**config.mk**
```make
export PLATFORM = sky130hd
export DESIGN_NAME = pulse_train_gen
export DESIGN_NICKNAME = d
export VERILOG_FILES = /design/src/rtl/pulse_train_gen_pkg.sv /design/src/rtl/pulse_train_gen_phase_timer.sv /design/src/rtl/pulse_train_gen.sv
export SDC_FILE = /design/constraint.sdc
export NUM_CORES = 1
export LEC_CHECK = 0
export CORE_ASPECT_RATIO = 0.6
export CORE_MARGIN = 3
export CORE_UTILIZATION = 40
export DETAILED_ROUTE_END_ITERATION = 8
export SYNTH_ARGS = -nofsm -noshare
export SYNTH_HDL_FRONTEND = slang
export SYNTH_HIERARCHICAL = 1
export SYNTH_SLANG_ARGS = --single-unit
```
**constraint.sdc**
```tcl
create_clock -name clk -period 2.2 [get_ports clk]
set_input_delay 0.44 -clock clk [delete_from_list [all_inputs] [get_ports clk]]
set_output_delay 0.44 -clock clk [all_outputs]
set_load 0.02 [all_outputs]
```
**src/rtl/pulse_train_gen_pkg.sv**
```systemverilog
// Shared constants for the pulse train generator: FSM state encoding,
// receiver debounce depth and a small helper for sizing the phase timer.
package pulse_train_gen_pkg;

    // 3-bit state encoding
    localparam logic [2:0] ST_IDLE  = 3'd0;
    localparam logic [2:0] ST_GUARD = 3'd1;
    localparam logic [2:0] ST_HIGH  = 3'd2;
    localparam logic [2:0] ST_LOW   = 3'd3;
    localparam logic [2:0] ST_DONE  = 3'd4;

    // Shortest high/low phase the debounced receiver will still see
    localparam int DEBOUNCE_MIN = 3;

    // Largest of three phase lengths, used to size the shared timer
    function automatic int max3(input int a, input int b, input int c);
        int m;
        m = a;
        if (b > m) m = b;
        if (c > m) m = c;
        return m;
    endfunction

endpackage

```
**src/rtl/pulse_train_gen_phase_timer.sv**
```systemverilog
// Down-counter with synchronous load. expire_o is registered and is high
// during the last cycle of a loaded interval, so the FSM can leave a phase
// on the same edge the interval ends.
module phase_timer #(
    parameter int TW = 3
) (
    input  logic          clk,
    input  logic          rst,
    input  logic          load_i,
    input  logic [TW-1:0] load_val_i,
    output logic          expire_o
);

    logic [TW-1:0] cnt_q;
    logic          exp_q;

    // Load or count down; flag the cycle in which the count reaches 1
    always_ff @(posedge clk or posedge rst) begin
        if (rst) begin
            cnt_q <= '0;
            exp_q <= 1'b0;
        end else if (load_i) begin
            cnt_q <= load_val_i;
            exp_q <= (load_val_i == TW'(1));
        end else if (cnt_q != '0) begin
            cnt_q <= cnt_q - TW'(1);
            exp_q <= (cnt_q == TW'(2));
        end else begin
            exp_q <= 1'b0;
        end
    end

    assign expire_o = exp_q;

endmodule

```
**src/rtl/pulse_train_gen.sv**
```systemverilog
// Emits code_in clean fixed-width pulses on data_out after a low guard
// interval, then a one-cycle done. Outputs are decoded from the state
// register only, so there is no input-to-output combinational path.
module pulse_train_gen
    import pulse_train_gen_pkg::*;
#(
    parameter int WIDTH        = 8,
    parameter int HIGH_CYCLES  = 4,
    parameter int LOW_CYCLES   = 4,
    parameter int GUARD_CYCLES = 2
) (
    input  logic             clk,
    input  logic             rst,
    input  logic             start,
    input  logic [WIDTH-1:0] code_in,
    output logic             ready,
    output logic             running,
    output logic             data_out,
    output logic             done
);

    localparam int TW = $clog2(max3(HIGH_CYCLES, LOW_CYCLES, GUARD_CYCLES) + 1);

    // Elaboration-time parameter sanity
    if (WIDTH < 1)        begin : g_bad_width $fatal(1, "WIDTH must be >= 1"); end
    if (HIGH_CYCLES < 1)  begin : g_bad_high  $fatal(1, "HIGH_CYCLES must be >= 1"); end
    if (LOW_CYCLES < 1)   begin : g_bad_low   $fatal(1, "LOW_CYCLES must be >= 1"); end
    if (GUARD_CYCLES < 1) begin : g_bad_guard $fatal(1, "GUARD_CYCLES must be >= 1"); end
    if (HIGH_CYCLES < DEBOUNCE_MIN || LOW_CYCLES < DEBOUNCE_MIN) begin : g_short_phase
        $warning("phase shorter than receiver debounce depth; pulses may be filtered");
    end

    logic [2:0]       state_q, state_d;
    logic [WIDTH-1:0] count_q, count_d;
    logic             tmr_load;
    logic [TW-1:0]    tmr_val;
    logic             tmr_exp;

    phase_timer #(.TW(TW)) u_timer (
        .clk        (clk),
        .rst        (rst),
        .load_i     (tmr_load),
        .load_val_i (tmr_val),
        .expire_o   (tmr_exp)
    );

    // Next-state, pulse count and timer load selection
    always_comb begin
        state_d  = state_q;
        count_d  = count_q;
        tmr_load = 1'b0;
        tmr_val  = '0;
        case (state_q)
            ST_IDLE: begin
                if (start) begin
                    count_d  = code_in;
                    tmr_load = 1'b1;
                    tmr_val  = TW'(GUARD_CYCLES);
                    state_d  = ST_GUARD;
                end
            end
            ST_GUARD: begin
                if (tmr_exp) begin
                    if (count_q != '0) begin
                        tmr_load = 1'b1;
                        tmr_val  = TW'(HIGH_CYCLES);
                        state_d  = ST_HIGH;
                    end else begin
                        state_d  = ST_DONE;
                    end
                end
            end
            ST_HIGH: begin
                if (tmr_exp) begin
                    tmr_load = 1'b1;
                    tmr_val  = TW'(LOW_CYCLES);
                    state_d  = ST_LOW;
                end
            end
            ST_LOW: begin
                // count is nonzero here, so the decrement cannot wrap
                if (tmr_exp) begin
                    count_d = count_q - WIDTH'(1);
                    if (count_d != '0) begin
                        tmr_load = 1'b1;
                        tmr_val  = TW'(HIGH_CYCLES);
                        state_d  = ST_HIGH;
                    end else begin
                        state_d  = ST_DONE;
                    end
                end
            end
            ST_DONE: state_d = ST_IDLE;
            default: state_d = ST_IDLE;
        endcase
    end

    // State and pulse counter registers
    always_ff @(posedge clk or posedge rst) begin
        if (rst) begin
            state_q <= ST_IDLE;
            count_q <= '0;
        end else begin
            state_q <= state_d;
            count_q <= count_d;
        end
    end

    assign ready    = (state_q == ST_IDLE);
    assign running  = (state_q == ST_GUARD) || (state_q == ST_HIGH) || (state_q == ST_LOW);
    assign data_out = (state_q == ST_HIGH);
    assign done     = (state_q == ST_DONE);

endmodule

```
==> results of run 1 <==
==> layout by cell type (no fill, tap or decap), types with 2 or more instances in the layout <==
master | netlist | routed
sky130_fd_sc_hd__o21ai_1 | 7 | 7
sky130_fd_sc_hd__nand3_1 | 4 | 4
sky130_fd_sc_hd__nor2b_1 | 4 | 4
sky130_fd_sc_hd__nor3_1 | 4 | 3
sky130_fd_sc_hd__nand2_1 | 10 | 10
sky130_fd_sc_hd__nor3b_1 | 2 | 2
sky130_fd_sc_hd__buf_4 | 2 | 15
sky130_fd_sc_hd__clkbuf_8 | 0 | 3
sky130_fd_sc_hd__or3b_1 | 2 | 2
sky130_fd_sc_hd__dfrtp_1 | 15 | 15
sky130_fd_sc_hd__a2bb2oi_2 | 2 | 2
sky130_fd_sc_hd__a31oi_1 | 2 | 2
sky130_fd_sc_hd__o211ai_1 | 2 | 2
sky130_fd_sc_hd__and2_1 | 2 | 2
sky130_fd_sc_hd__a211oi_1 | 2 | 2
sky130_fd_sc_hd__a21oi_2 | 2 | 2
sky130_fd_sc_hd__o22ai_1 | 3 | 3
sky130_fd_sc_hd__inv_1 | 8 | 7
sky130_fd_sc_hd__nor4b_1 | 3 | 3
sky130_fd_sc_hd__nor2_1 | 7 | 7
sky130_fd_sc_hd__nand2b_1 | 4 | 4
sky130_fd_sc_hd__clkdlybuf4s50_1 | 0 | 13
sky130_fd_sc_hd__ha_1 | 6 | 6
sky130_fd_sc_hd__a21oi_1 | 3 | 3
==> per-stage QoR <==
stage                     cells  setup WS (ps)  TNS [ps]  util (%)  hold slack, ps
after floorplan             122            170         0         -             206
after global placement      177          -67.3     -96.7      52.9             533
after detailed placement    177           -140      -283      52.9             539
after CTS                   181           59.6         0      54.9             412
after global routing        182          -25.2     -45.8      56.3             420
final                       182           49.6         0      56.3             408
==> worst register-to-register path: cells and delay by family, from the launching register on <==
| family | cells | cell delay (ps) |
|---|---|---|
| flip-flops | 1 | 400 |
| buffers and inverters | 1 | 170 |
| AO/OA/AOI/OAI | 2 | 220 |
| AND/OR/NAND/NOR | 4 | 1150 |
==> cell families after synthesis <==
| family | after synthesis | share of synthesized area (%) |
|---|---|---|
| AO/OA/AOI/OAI | 34 | 24.4 |
| XOR/XNOR | 2 | 1.55 |
| adder cells (fa/ha/maj) | 6 | 6.66 |
| buffers and inverters | 13 | 6.21 |
| flip-flops | 15 | 33.3 |
| multiplexers | 1 | 0.888 |
| other | 1 | 0.333 |
| AND/OR/NAND/NOR | 50 | 26.6 |
==> flip-flops by register name, summed over array words and instances, names as in the netlist <==
name,flops
u_timer/expire_o,1
u_timer/cnt_q,3
count_q,8
state_q,3
==> per-layer routing <==
layer / vias up / part of all wire, %
li1: 497 / -
met1: 437 / 55
met2: 23 / 40
met3: 2 / 4.7
met4: 0 / 0.41
met5: - / 0
==> where the power goes <==
part / switching (mW) / internal [mW]
logic: 0.556 / 0.530
registers: 0.140 / 0.397
clock network: 0.0970 / 0.128
==> final cells by class <==
class / count / area share [%]
Sequential cell: 15 / 25.7
Timing Repair Buffer: 29 / 17.5
Multi-Input combinational cell: 94 / 48.9
Inverter: 8 / 2.06
Tap cell: 32 / 2.74
Clock buffer: 4 / 3.08
==> worst paths after layout <==
path                       startpoint          endpoint  slack (ps)  depth (start not counted)
min                               rst  u_timer/expire_o         410                          2
min reg2reg                count_q[6]        count_q[6]         550                          2
min in group clk           count_q[6]        count_q[6]         550                          2
max reg2reg                count_q[6]  u_timer/expire_o         140                          7
max                             start  u_timer/cnt_q[0]          50                          6
max in group asynchronous         rst        count_q[0]        1340                          2
==> repair_timing <==
item | in CTS | in global routing
setup endpoints to repair | 1 | 3
buffers inserted | 0 | 2
endpoints found under the hold margin | 0 | 0
pin swaps | 0 | 3
resized for setup | 1 | 6
==> impl_metrics.sql, run 1 <==
INSERT INTO impl_metrics (metric_group, metric, value, unit) VALUES
('timing', 'tightest_slew', '547', 'ps'),
('drt', 'drcViolationCount', '0', ''),
('power', 'worst_case_vdd_ir_drop', '0.565', 'mV'),
('drt', 'drt_pre_antenna_iters', '4', ''),
('logic_synthesis', 'most_frequent_cell_after_synthesis', 'sky130_fd_sc_hd__dfrtp_1', ''),
('die', 'dieArea', '0.00351', 'sq mm'),
('logic_synthesis', 'synth-async-reset-ratio', '100', '%'),
('clock_network', 'cts_inserted_buffers', '3', ''),
('clock_network', 'root_buffer', 'sky130_fd_sc_hd__clkbuf_8', ''),
('grt', 'global_route.peak_usage_layer', 'met2', ''),
('timing', 'setup-violations-final', '0', ''),
('clock_network', 'clock_tree_from_tritoncts', 'done', ''),
('timing', 'maxSlewHeadroom', '63.2', '%'),
('clock_network', 'clk_transition_reported_paths', '60', 'ps'),
('clock_network', 'clk-insertion-delay-late', '250', 'ps'),
('layout', 'finish.net_count', '168', ''),
('layout', 'n_fill_cell', '238', ''),
('die', 'boundaryPins', '15', ''),
('logic_synthesis', 'post_synth_num_cell_types', '48', ''),
('timing', 'timing.final.max_slew_violations', '0', ''),
('critical_path', 'timing.critical_path.from_type', 'input port', ''),
('grt', 'met2_usage', '23.6', '%'),
('drt', 'final_antenna_violating_net_count', '0', ''),
('logic_synthesis', 'yosys_register_bits', '15', ''),
('critical_path', 'worst_setup_path_category', 'in -> reg', ''),
('critical_path', 'worst_setup_path_end_kind', 'flip-flop', ''),
('grt', 'grt.met1_usage', '23.2', '%'),
('logic_synthesis', 'synth_flop_cell', 'sky130_fd_sc_hd__dfrtp_1', ''),
('timing', 'final_cycle_utilization_of_the_critical_path', '97.7', '%'),
('layout', 'multi_input_area', '714', 'sq um'),
('logic_synthesis', 'synth.avg_cell_area', '9.24', 'sq um'),
('logic_synthesis', 'synth_largest_area_cell', 'sky130_fd_sc_hd__dfrtp_1', ''),
('grt', 'grt_use_met3', '5.98', '%'),
('critical_path', 'timing.critical_path.required', '2350', 'ps'),
('drt', 'num_vias', '959', ''),
('placed_design', 'final_weighted_congestion_in_routability_driven_placement', '0.786', ''),
('placed_design', 'detailedPlacementHpwl', '2.03', 'mm'),
('logic_synthesis', 'netlist_instances', '122', ''),
('die', 'die-width', '74.5', 'microns'),
('die', 'start_util', '43.5', '%'),
('layout', 'seqCellArea', '375', 'sq um'),
('die', 'floorplan.core_area', '0.00259', 'sq mm'),
('drt', 'final_wirelength', '2.68', 'mm'),
('layout', 'final_layout_size_suffix_gt1_share', '22.0', '%'),
('timing', 'clock-skew-final', '2.35', 'ps'),
('power', 'power_density', '1270', 'mW/mm^2'),
('timing', 'report.final.hold_viol_count', '0', ''),
('critical_path', 'timing.critical_path.max_delay_family', 'compound AO/OA/AOI/OAI gates', ''),
('logic_synthesis', 'netlist_top_cells_area', 'sky130_fd_sc_hd__dfrtp_1 (33%), sky130_fd_sc_hd__ha_1 (6.7%), sky130_fd_sc_hd__nand2_1 (3.3%)', ''),
('drt', 'per_cell_via_count_in_the_routed_design', '5.27', ''),
('logic_synthesis', 'synth_seq_area_share', '33.3', '%'),
('grt', 'grt_pass1_wl', '4.16', 'mm'),
('layout', 'flow.area_growth_from_synthesis', '29.5', '%'),
('grt', 'grt-ovfl-total', '0', ''),
('critical_path', 'worst_path_max_delay_cell', 'sky130_fd_sc_hd__clkdlybuf4s50_1', ''),
('status', 'run_status', 'complete, no violations', ''),
('clock_network', 'numClockSinks', '15', ''),
('placed_design', 'detailed_place.area', '0.00137', 'sq mm'),
('drt', 'drtIter0Drc', '41', ''),
('power', 'post-layout-total-power', '1.85', 'mW'),
('die', 'die-height', '47.1', 'microns'),
('logic_synthesis', 'synth_commonest_cells', 'sky130_fd_sc_hd__dfrtp_1 (15), sky130_fd_sc_hd__nand2_1 (10), sky130_fd_sc_hd__inv_1 (8), sky130_fd_sc_hd__nor2_1 (7), sky130_fd_sc_hd__o21ai_1 (7)', ''),
('grt', 'grt_antenna_before_repair', '0', ''),
('critical_path', 'path_max_fanout', '8', ''),
('timing', 'max_freq', '465', 'MHz'),
('flow_run', 'drv_cap', '0', ''),
('clock_network', 'cts_max_level', '1', ''),
('die', 'row_count', '14', ''),
('critical_path', 'critical_path_buf_inv_count', '1', ''),
('critical_path', 'crit_path_cell_trace', 'clkdlybuf4s50_1 -> or3b_4 -> a21boi_0 -> o32ai_4 -> nor2b_1 -> a221oi_2', ''),
('grt', 'largest_net_degree_at_the_start_of_global_routing', '14', '');
No activity file was read; power rests on OpenSTA's default activity.
==> inputs of run 2 (changes only) <==
--- a/config.mk
+++ b/config.mk
@@ -5,10 +5,10 @@
 export SDC_FILE = /design/constraint.sdc
 export NUM_CORES = 1
 export LEC_CHECK = 0
-export CORE_ASPECT_RATIO = 0.6
 export CORE_MARGIN = 3
 export CORE_UTILIZATION = 40
 export DETAILED_ROUTE_END_ITERATION = 8
+export SETUP_SLACK_MARGIN = 0.15
 export SYNTH_ARGS = -nofsm -noshare
 export SYNTH_HDL_FRONTEND = slang
 export SYNTH_HIERARCHICAL = 1
==> run 2 against run 1 <==
Effect of this change:
- clock skew rose by 7.2 ps
- worst setup slack better by 31 ps
- hold slack got worse by 64 ps
- non-clock buffer count rose by 5
- critical endpoint is now u_timer/expire_o
- register-to-register slack got worse by 60 ps
- cell area up 2.0%
- count of clock-buffer cells in the layout unchanged
- power is 0.37% higher
- die area fell by 0.60%
==> impl_metrics.sql, run 2 (same netlist as run 1, synthesis figures left out) <==
INSERT INTO impl_metrics (metric_group, metric, value, unit) VALUES
('layout', 'layout_top_registers', 'count_q (8), state_q (3), u_timer/cnt_q (3)', ''),
('power', 'leakagePower', '0.625', 'nW'),
('drt', 'drt_pre_antenna_iters', '4', ''),
('critical_path', 'timing.critical_path.from_type', 'flip-flop', ''),
('status', 'run_status', 'complete, no violations', ''),
('critical_path', 'worst_setup_path_category', 'reg -> reg', ''),
('layout', 'final_core_util', '58.0', '%'),
('drt', 'drcViolationCount', '0', ''),
('clock_network', 'cts_buffer_depth', '2', ''),
('die', 'row_count', '18', ''),
('layout', 'number_of_flip_flops_in_the_largest_register', '8', ''),
('critical_path', 'path_max_fanout', '8', ''),
('grt', 'grt_pass1_wl', '4.13', 'mm'),
('flow_run', 'drv_cap', '0', ''),
('die', 'start_util', '43.9', '%'),
('timing', 'max_freq', '472', 'MHz'),
('critical_path', 'timing.critical_path.required', '2400', 'ps'),
('critical_path', 'regToRegStartpoint', 'count_q[6]', ''),
('placed_design', 'buffer_ports.inserted', '14', ''),
('timing', 'hold_ws', '344', 'ps'),
('timing', 'final_cycle_utilization_of_the_critical_path', '96.4', '%'),
('layout', 'seqCellArea', '379', 'sq um'),
('layout', 'multi_input_area', '727', 'sq um'),
('die', 'boundaryPins', '15', ''),
('timing', 'clock-skew-final', '9.52', 'ps'),
('timing', 'min_period', '2120', 'ps'),
('drt', 'final_antenna_violating_net_count', '0', ''),
('clock_network', 'numClockSinks', '15', ''),
('die', 'die-width', '59.1', 'microns'),
('timing', 'final_critical_path_setup_slack', '80.2', 'ps'),
('drt', 'final_wirelength', '2.59', 'mm'),
('min_path', 'worst_hold_path_type', 'in -> async', ''),
('clock_network', 'clock_tree_from_tritoncts', 'done', ''),
('placed_design', 'final_weighted_congestion_in_routability_driven_placement', '0.844', ''),
('clock_network', 'cts_max_level', '1', ''),
('layout', 'layoutNonFillerInstCount', '185', ''),
('layout', 'largest_register', 'count_q', ''),
('critical_path', 'r2r_end', 'u_timer/expire_o', ''),
('layout', 'final_layout_size_suffix_gt1_share', '27.1', '%'),
('grt', 'largest_net_degree_at_the_start_of_global_routing', '16', ''),
('grt', 'first_global_vias', '897', ''),
('die', 'floorplan.core_area', '0.00257', 'sq mm'),
('clock_network', 'root_buffer', 'sky130_fd_sc_hd__clkbuf_4', ''),
('grt', 'grt_antenna_before_repair', '0', ''),
('critical_path', 'worst_setup_path_end_kind', 'flip-flop', ''),
('drt', 'drtIter0Drc', '38', ''),
('timing', 'report.final.hold_viol_count', '0', ''),
('drt', 'num_vias', '1024', ''),
('critical_path', 'depth_of_the_worst_register_to_register_path', '7', ''),
('placed_design', 'detailedPlacementHpwl', '1.77', 'mm'),
('die', 'die-height', '59.1', 'microns'),
('timing', 'setup-violations-final', '0', ''),
('drt', 'per_cell_via_count_in_the_routed_design', '5.54', ''),
('grt', 'gr-usage-all-layers', '15.6', '%'),
('timing', 'maxSlewHeadroom', '62.4', '%'),
('placed_design', 'dp_cells', '172', ''),
('layout', 'n_fill_cell', '230', ''),
('placed_design', 'dp_worst_setup_slack', '-108', 'ps'),
('critical_path', 'worst-r2r-setup-slack', '80', 'ps'),
('clock_network', 'clk-insertion-delay-late', '290', 'ps'),
('layout', 'finish.net_count', '173', ''),
('power', 'power_density', '1250', 'mW/mm^2'),
('clock_network', 'cts_inserted_buffers', '3', ''),
('die', 'dieArea', '0.00349', 'sq mm'),
('layout', 'insertedDiodeCount', '0', ''),
('clock_network', 'clk_transition_reported_paths', '100', 'ps'),
('critical_path', 'worst_ep_arrival_time', '2320', 'ps'),
('layout', 'flow.area_growth_from_synthesis', '32.1', '%'),
('timing', 'tightest_slew', '559', 'ps'),
('timing', 'rsz0062_at_grt', 'yes', ''),
('power', 'worst_case_vdd_ir_drop', '0.823', 'mV'),
('timing', 'timing.final.max_slew_violations', '0', ''),
('layout', 'layout.cells.most_common', 'sky130_fd_sc_hd__buf_4', ''),
('drt', 'wl_per_cell', '14.0', 'microns'),
('grt', 'grt-ovfl-total', '0', ''),
('layout', 'layout.cells.most_common_list', 'sky130_fd_sc_hd__buf_4 (20), sky130_fd_sc_hd__dfrtp_1 (12), sky130_fd_sc_hd__nand2_1 (10), sky130_fd_sc_hd__clkdlybuf4s50_1 (10), sky130_fd_sc_hd__inv_1 (8)', '');
run 2: how the worst max path moves through the flow:
stage | startpoint | end | slack (ps)
global placement | start | u_timer/expire_o | -70
finish | count_q[6] | u_timer/expire_o | 80
CTS | count_q[0] | u_timer/expire_o | 40
floorplan | count_q[0] | u_timer/expire_o | 170
global route | count_q[6] | u_timer/expire_o | 3
detailed placement | start | u_timer/expire_o | -110
run 2: final cells by class:
type	count	area share, %
inverter	8	2.02
timing repair buffer	34	19.4
clock buffer	4	1.76
multi-input combinational	94	48.8
tap	30	2.52
sequential	15	25.5
run 2: per-stage QoR:
| step | TNS, ps | total power [mW] | instance area [sq um] |
|---|---|---|---|
| 4_1_cts | 0 | 1.71 | 1380 |
| 3_3_place_gp | -133 | 1.51 | 1350 |
| 6_report | 0 | 1.86 | 1490 |
| 3_5_place_dp | -271 | 1.54 | 1350 |
| 2_1_floorplan | 0 | 1.25 | 1130 |
| 5_1_grt | 0 | 2.02 | 1490 |
run 2: power breakdown:
part	internal [mW]	total, mW	switching (mW)
clock network	0.0706	0.170	0.0996
logic	0.567	1.14	0.575
registers	0.398	0.543	0.145
run 2: timing repair:
item                       4_1_cts  5_1_grt
hold endpoints to repair         0        0
setup buffers                    0        9
setup endpoints to repair        5        4
pin swaps                        0        6
hold buffers                     0        0
gates resized for setup          7        7
run 2: critical path, stage by stage (launching register included):
cell and delay [ps]:
sky130_fd_sc_hd__dfrtp_1 440, sky130_fd_sc_hd__nor4_4 370, sky130_fd_sc_hd__nand2_1 170, sky130_fd_sc_hd__nor3_4 240, sky130_fd_sc_hd__o32ai_2 100, sky130_fd_sc_hd__buf_4 170, sky130_fd_sc_hd__or4b_4 480, sky130_fd_sc_hd__o41ai_2 60
run 2: metal layers:
layer / GRT usage, % / vias up / wire length [microns]
met5: 0 / - / 0
met4: 3.88 / 0 / 37
li1: - / 513 / -
met2: 24.0 / 21 / 1190
met1: 21.4 / 486 / 1270
met3: 4.58 / 4 / 92
==> variant 1: new RTL, config.mk and constraints of run 1 <==
`LOW_CYCLES`: 4 -> 8.
--- a/src/rtl/pulse_train_gen.sv
+++ b/src/rtl/pulse_train_gen.sv
@@ -8,3 +8,3 @@
     parameter int HIGH_CYCLES  = 4,
-    parameter int LOW_CYCLES   = 4,
+    parameter int LOW_CYCLES   = 8,
     parameter int GUARD_CYCLES = 2
Behaviour: no difference found for any inputs over 10 cycles, from zero or initial values and one cycle with rst high; that may be too few to reach the edited logic, so the function may still have changed.
==> variant 1 against run 1 <==
  * Sequential cell count grew 1
  * Synthesized cell count grew 11%
  * Register-to-register slack got worse by 0.05 ns
  * Final area is essentially flat
  * Hold slack improved by 0.0051 ns
  * Core utilization down 1.1 points
  * Total power rose by 6.2%
  * Wire length barely moved
  * Worst setup slack gained 0.038 ns
  * Area after synthesis grew 3.4%
==> variant 1: results (changes against run 1) <==
Synthesis
  • Post-synth cell types: 46 (-4.2%)
  • Synth area leaders: dfrtp_1, ha_1, nor2_1, o21ai_1, a21oi_1
  • Post-Syn Nets: 152 (+9.4%)
  • Post-synthesis sequential area ratio: 0.343 (+0.0104)
  • Commonest cells in the netlist: dfrtp_1, nor2_1, o21ai_1
  • Yosys warning total: 6 (unchanged)
  • Syn Area/Cell: 8.64 sq um (-6.5%)
  • Ys flop type: dfrtp_1

Global routing
  • First-pass GRT wire length: 4240 um (+1.8%)
  • Vias in the first global route: 872 (-2.7%)
  • M2 GR Usage: 0.204 (-0.0315)
  • Met3 usage: 0.0566 (-0.00323)
  • Total GRT Usage: 0.167 (+0.00391)
  • Largest net degree at the start of global routing: 13 (-1)
  • Met1 usage: 0.257 (+0.0248)

Worst setup path
  • WS Path Type: reg2reg
  • Crit path DAT: 2.30 ns (about the same)
  • R2R Setup Slk: 0.09 ns (-0.05 ns)
  • CP max FO: 4 (-4)
  • Worst setup path start: count_q[1]
  • R2R depth: 8 (+1)

Status
  • Outcome: complete, no violations

Detailed routing
  • Total vias in the final route: 1,011 (+5.4%)
  • DR iter-0 viols: 89 (+120%)
  • Wire per inst: 14.0 um (-5.3%)

Place
  • GPL Wtd Cong: 0.772 (-1.8%)
  • Post-DP HPWL: 2000 um (-1.6%)

Timing
  • Slew @ Worst Pin: 0.915 ns (+0.368 ns)
  • Count of final hold-check violations: 0 (unchanged)
  • Clock Skew: 0.00276 ns (+0.000408 ns)

Pwr
  • Worst VDD drop: 0.555 mV (-1.8%)
  • Int Power: 1.10 mW (+4.0%)
  • Static Leakage: 0.612 nW (+1.0%)

Finish
  • Fin cells: 192 (+5.5%)
  • Ratio of cells with drive above 1 in the final layout: 0.184 (-0.0358)
  • N_diodes: 0 (unchanged)
  • Fin nets: 170 (+1.2%)
  • Area delta synth->final: 25.3%
  • Largest registers: count_q x8, u_timer/cnt_q x4, state_q x3
  • Fill cells: 244 (+2.5%)

CTS
  • Clk slew on worst S/H paths: 0.06 ns (about the same)

Worst hold path
  • Hold crit path type: in2async
variant 1: cell count changes in the layout (fill, tap and decap cells not counted), sizes merged, moves of 3 or more:
| cell | delta |
|---|---|
| nor2 | +7 |
| o21ai | +6 |
| nor2b | -4 |
| a21oi | +3 |
| or3b | -3 |
| nand3 | -3 |
| buf | -7 |
variant 1: worst max-delay path: stages, from the launching register on:
cell and delay [ns]:
dfrtp_1 0.39, inv_2 0.10, ha_1 0.18, nor4b_4 0.21
nand4_2 0.14, a211oi_2 0.29, o21ai_2 0.11, or4b_1 0.50
o21ai_1 0.13
variant 1: through the flow:
step	worst slack (ns)	instance area (sq um)	power, mW	setup TNS [ns]	hold WS, ns
global route	-0.0243	1460	2.13	-0.0388	0.420
finish	0.0881	1460	1.96	0	0.414
floorplan	0.00121	1170	1.40	0	0.219
detailed placement	-0.0533	1360	1.63	-0.0533	0.539
global placement	-0.0145	1360	1.60	-0.0145	0.532
CTS	0.0149	1430	1.91	0	0.421
variant 1: worst min-delay path by stage:
| stage | startpoint | slack (ns) | endpoint | cells past startpoint |
|---|---|---|---|---|
| 6_report | rst | 0.41 | u_timer/cnt_q[3] | 2 |
| 5_1_grt | rst | 0.42 | u_timer/cnt_q[2] | 2 |
| 4_1_cts | rst | 0.42 | u_timer/cnt_q[3] | 2 |
| 3_5_place_dp | count_q[7] | 0.54 | count_q[7] | 1 |
| 3_3_place_gp | count_q[7] | 0.53 | count_q[7] | 1 |
| 2_1_floorplan | rst | 0.22 | u_timer/cnt_q[0] | 1 |
variant 1: area by class of cell:
| type | count | area, sq um | share of cell area |
|---|---|---|---|
| Multi-Input combinational cell | 102 | 721 | 0.493 |
| Sequential cell | 16 | 403 | 0.276 |
| Timing Repair Buffer | 22 | 203 | 0.139 |
| Clock buffer | 4 | 55.1 | 0.0377 |
| Tap cell | 40 | 50.0 | 0.0342 |
| Inverter | 8 | 30.0 | 0.0205 |
variant 1: cell families after synthesis:
logic type	synth area share
simple gates	0.248
compound gates	0.222
buf+inv	0.0697
flops	0.343
fa+ha+maj	0.0644
xor+xnor	0.0225
mux	0.0268
other cells	0.00322
variant 1: metal layers:
metal  up-vias  routed length [um]
met2        22                1070
met5         -                   0
met3         5                 182
li1        521                   -
met1       463                1400
met4         0                  36
variant 1: power groups by stage:
stage / clock, mW / combinational [mW] / sequential, mW
after global placement: 0 / 0.987 / 0.612
after global routing: 0.293 / 1.18 / 0.655
final: 0.263 / 1.07 / 0.634
after CTS: 0.274 / 1.02 / 0.620
after floorplan: 0 / 0.860 / 0.539
after detailed placement: 0 / 1.01 / 0.618
variant 1: timing repair:
item,4_1_cts,5_1_grt
hold buffers,0,0
pin swaps,0,1
resized for setup,3,7
buffers inserted,0,1
endpoints found under the setup margin,1,5
==> variant 2: new RTL, flow settings as in run 1 <==
Made on the original files. Make the reset (`rst`) synchronous in 2 clocked blocks.
--- a/src/rtl/pulse_train_gen_phase_timer.sv
+++ b/src/rtl/pulse_train_gen_phase_timer.sv
@@ -17,3 +17,3 @@
     // Load or count down; flag the cycle in which the count reaches 1
-    always_ff @(posedge clk or posedge rst) begin
+    always_ff @(posedge clk) begin
         if (rst) begin
--- a/src/rtl/pulse_train_gen.sv
+++ b/src/rtl/pulse_train_gen.sv
@@ -98,3 +98,3 @@
     // State and pulse counter registers
-    always_ff @(posedge clk or posedge rst) begin
+    always_ff @(posedge clk) begin
         if (rst) begin
Behaviour: differs if rst is asserted again (counterexample within 4 cycles, from zero or initial values and one cycle with rst high); with rst held inactive, the same outputs for 10 cycles.
==> variant 2 against run 1 <==
  * The flow now finishes with violations (setup timing)
  * Count of clock-buffer cells in the layout stayed put
  * Register-to-register slack worse by 0.26 ns
  * Wire length is 28% higher
  * Sequential cell count stayed put
  * Final area is 18% higher
  * Critical path depth is 3 higher
  * Core utilization is 1.9 points higher
  * Area after synthesis is 12% higher
  * Hold slack better by 0.16 ns
  * Worst setup slack worse by 0.17 ns
  * Non-clock buffer count is 16 higher
  * Critical endpoint is now u_timer/expire_o
  * Largest cell class unchanged
  * Highest routed layer unchanged
Power is not compared: it rests on default switching activity, and its combinational part moved more than twofold at a synthesized area within 25%.
==> variant 2: results (changes against run 1) <==
Synthesis
  • Adder-cell area share of the yosys netlist: 0.0596 (-0.00701)
  • Post-synthesis compound-gate area fraction: 0.252 (+0.00806)
  • Syn Area/Cell: 8.29 sq um (-10%)
  • Post-synthesis xor/xnor area fraction: 0.00695 (-0.00859)
  • Post-synth ARST share: 0 (-1.00)
  • Ys flop type: dfxtp_1
  • Post-synthesis sequential area ratio: 0.238 (-0.0946)
  • Synth area leaders: dfxtp_1, ha_1, nand2_1, a21oi_1, nor2_1
  • Mux cell area share after synthesis: 0.0209 (+0.0120)

Worst setup path
  • R2R depth: 9 (+2)
  • Reg2reg end: u_timer/expire_o
  • CP max FO: 4 (-4)
  • Reg2reg start: count_q[0]

Place
  • GPL Wtd Cong: 0.818 (+4.0%)
  • Post-DP HPWL: 2450 um (+21%)
  • Dpl cell area: 0.00159 sq mm (+16%)
  • Dpl cells: 227 (+28%)

Timing
  • Setup violators final: 4 (+4)
  • Worst setup margin: -0.122 ns (-0.172 ns)
  • Clock Skew: 0.00118 ns (-0.00117 ns)

Status
  • Failing checks: setup timing
  • Outcome: finished with violations

Global routing
  • Largest net degree at the start of global routing: 15 (+1)
  • Vias in the first global route: 1,147 (+28%)
  • Initial antenna violation count: 0 (unchanged)
  • First-pass GRT wire length: 5600 um (+35%)

CTS
  • Max clock buf depth: 2 (unchanged)
  • # Post-CTS Setup Buffers: 2 (+2)
  • Post-CTS Resized: 6 (+5)

Detailed routing
  • Wire per inst: 14.6 um (-0.96%)
  • DR iter-0 viols: 62 (+51%)

Finish
  • Fin cells: 236 (+30%)
  • Fin nets: 212 (+26%)
  • Ratio of cells with drive above 1 in the final layout: 0.314 (+0.0944)

Worst hold path
  • Hold crit path type: reg2reg
## variant 2: layout make-up
| type | instances | area [sq um] |
|---|---|---|
| Clock buffer | 4 | 45.0 |
| Sequential cell | 15 | 307 |
| Inverter | 7 | 26.3 |
| Multi-Input combinational cell | 123 | 913 |
| Fill cell | 280 | 1230 |
| Tap cell | 42 | 52.6 |
| Timing Repair Buffer | 45 | 373 |
## variant 2: power by group
| part | switching (mW) | internal, mW | leakage, nW |
|---|---|---|---|
| sequential | 0.0437 | 0.303 | 0.125 |
| clock | 0.114 | 0.129 | 0.0228 |
| combinational | 0.210 | 0.240 | 0.539 |
## variant 2: worst max path at each step
stage	from	end	slack, ns	cells after the start
after CTS	count_q[1]	u_timer/expire_o	-0.06	9
after floorplan	count_q[1]	u_timer/expire_o	-0.20	10
after global routing	count_q[0]	u_timer/expire_o	-0.19	9
after detailed placement	count_q[1]	u_timer/cnt_q[0]	-0.17	10
final	count_q[0]	u_timer/expire_o	-0.12	9
after global placement	count_q[1]	u_timer/cnt_q[0]	-0.07	10
## variant 2: through the flow
step	setup TNS (ns)	hold WS, ns	utilization
floorplan	-0.195	0.473	-
global placement	-0.138	0.532	0.540
detailed placement	-0.462	0.540	0.540
CTS	-0.183	0.561	0.566
global route	-0.744	0.620	0.583
finish	-0.360	0.564	0.583
## variant 2: per-layer routing
layer / up-vias / GRT usage / wire length, um
met2: 43 / 0.283 / 1430
met5: - / 0 / 0
met1: 594 / 0.260 / 1750
li1: 641 / - / -
met4: 0 / 0.0610 / 68
met3: 8 / 0.0474 / 203
## variant 2: critical path, cell delays in order, from the launching register on
cell and delay [ns]:
dfxtp_2 0.33, inv_2 0.07, ha_4 0.15, nand2_2 0.05, mux2_4 0.26, o311a_4 0.32
o311ai_4 0.29, nand3b_1 0.14, or4b_1 0.48, a21oi_1 0.16
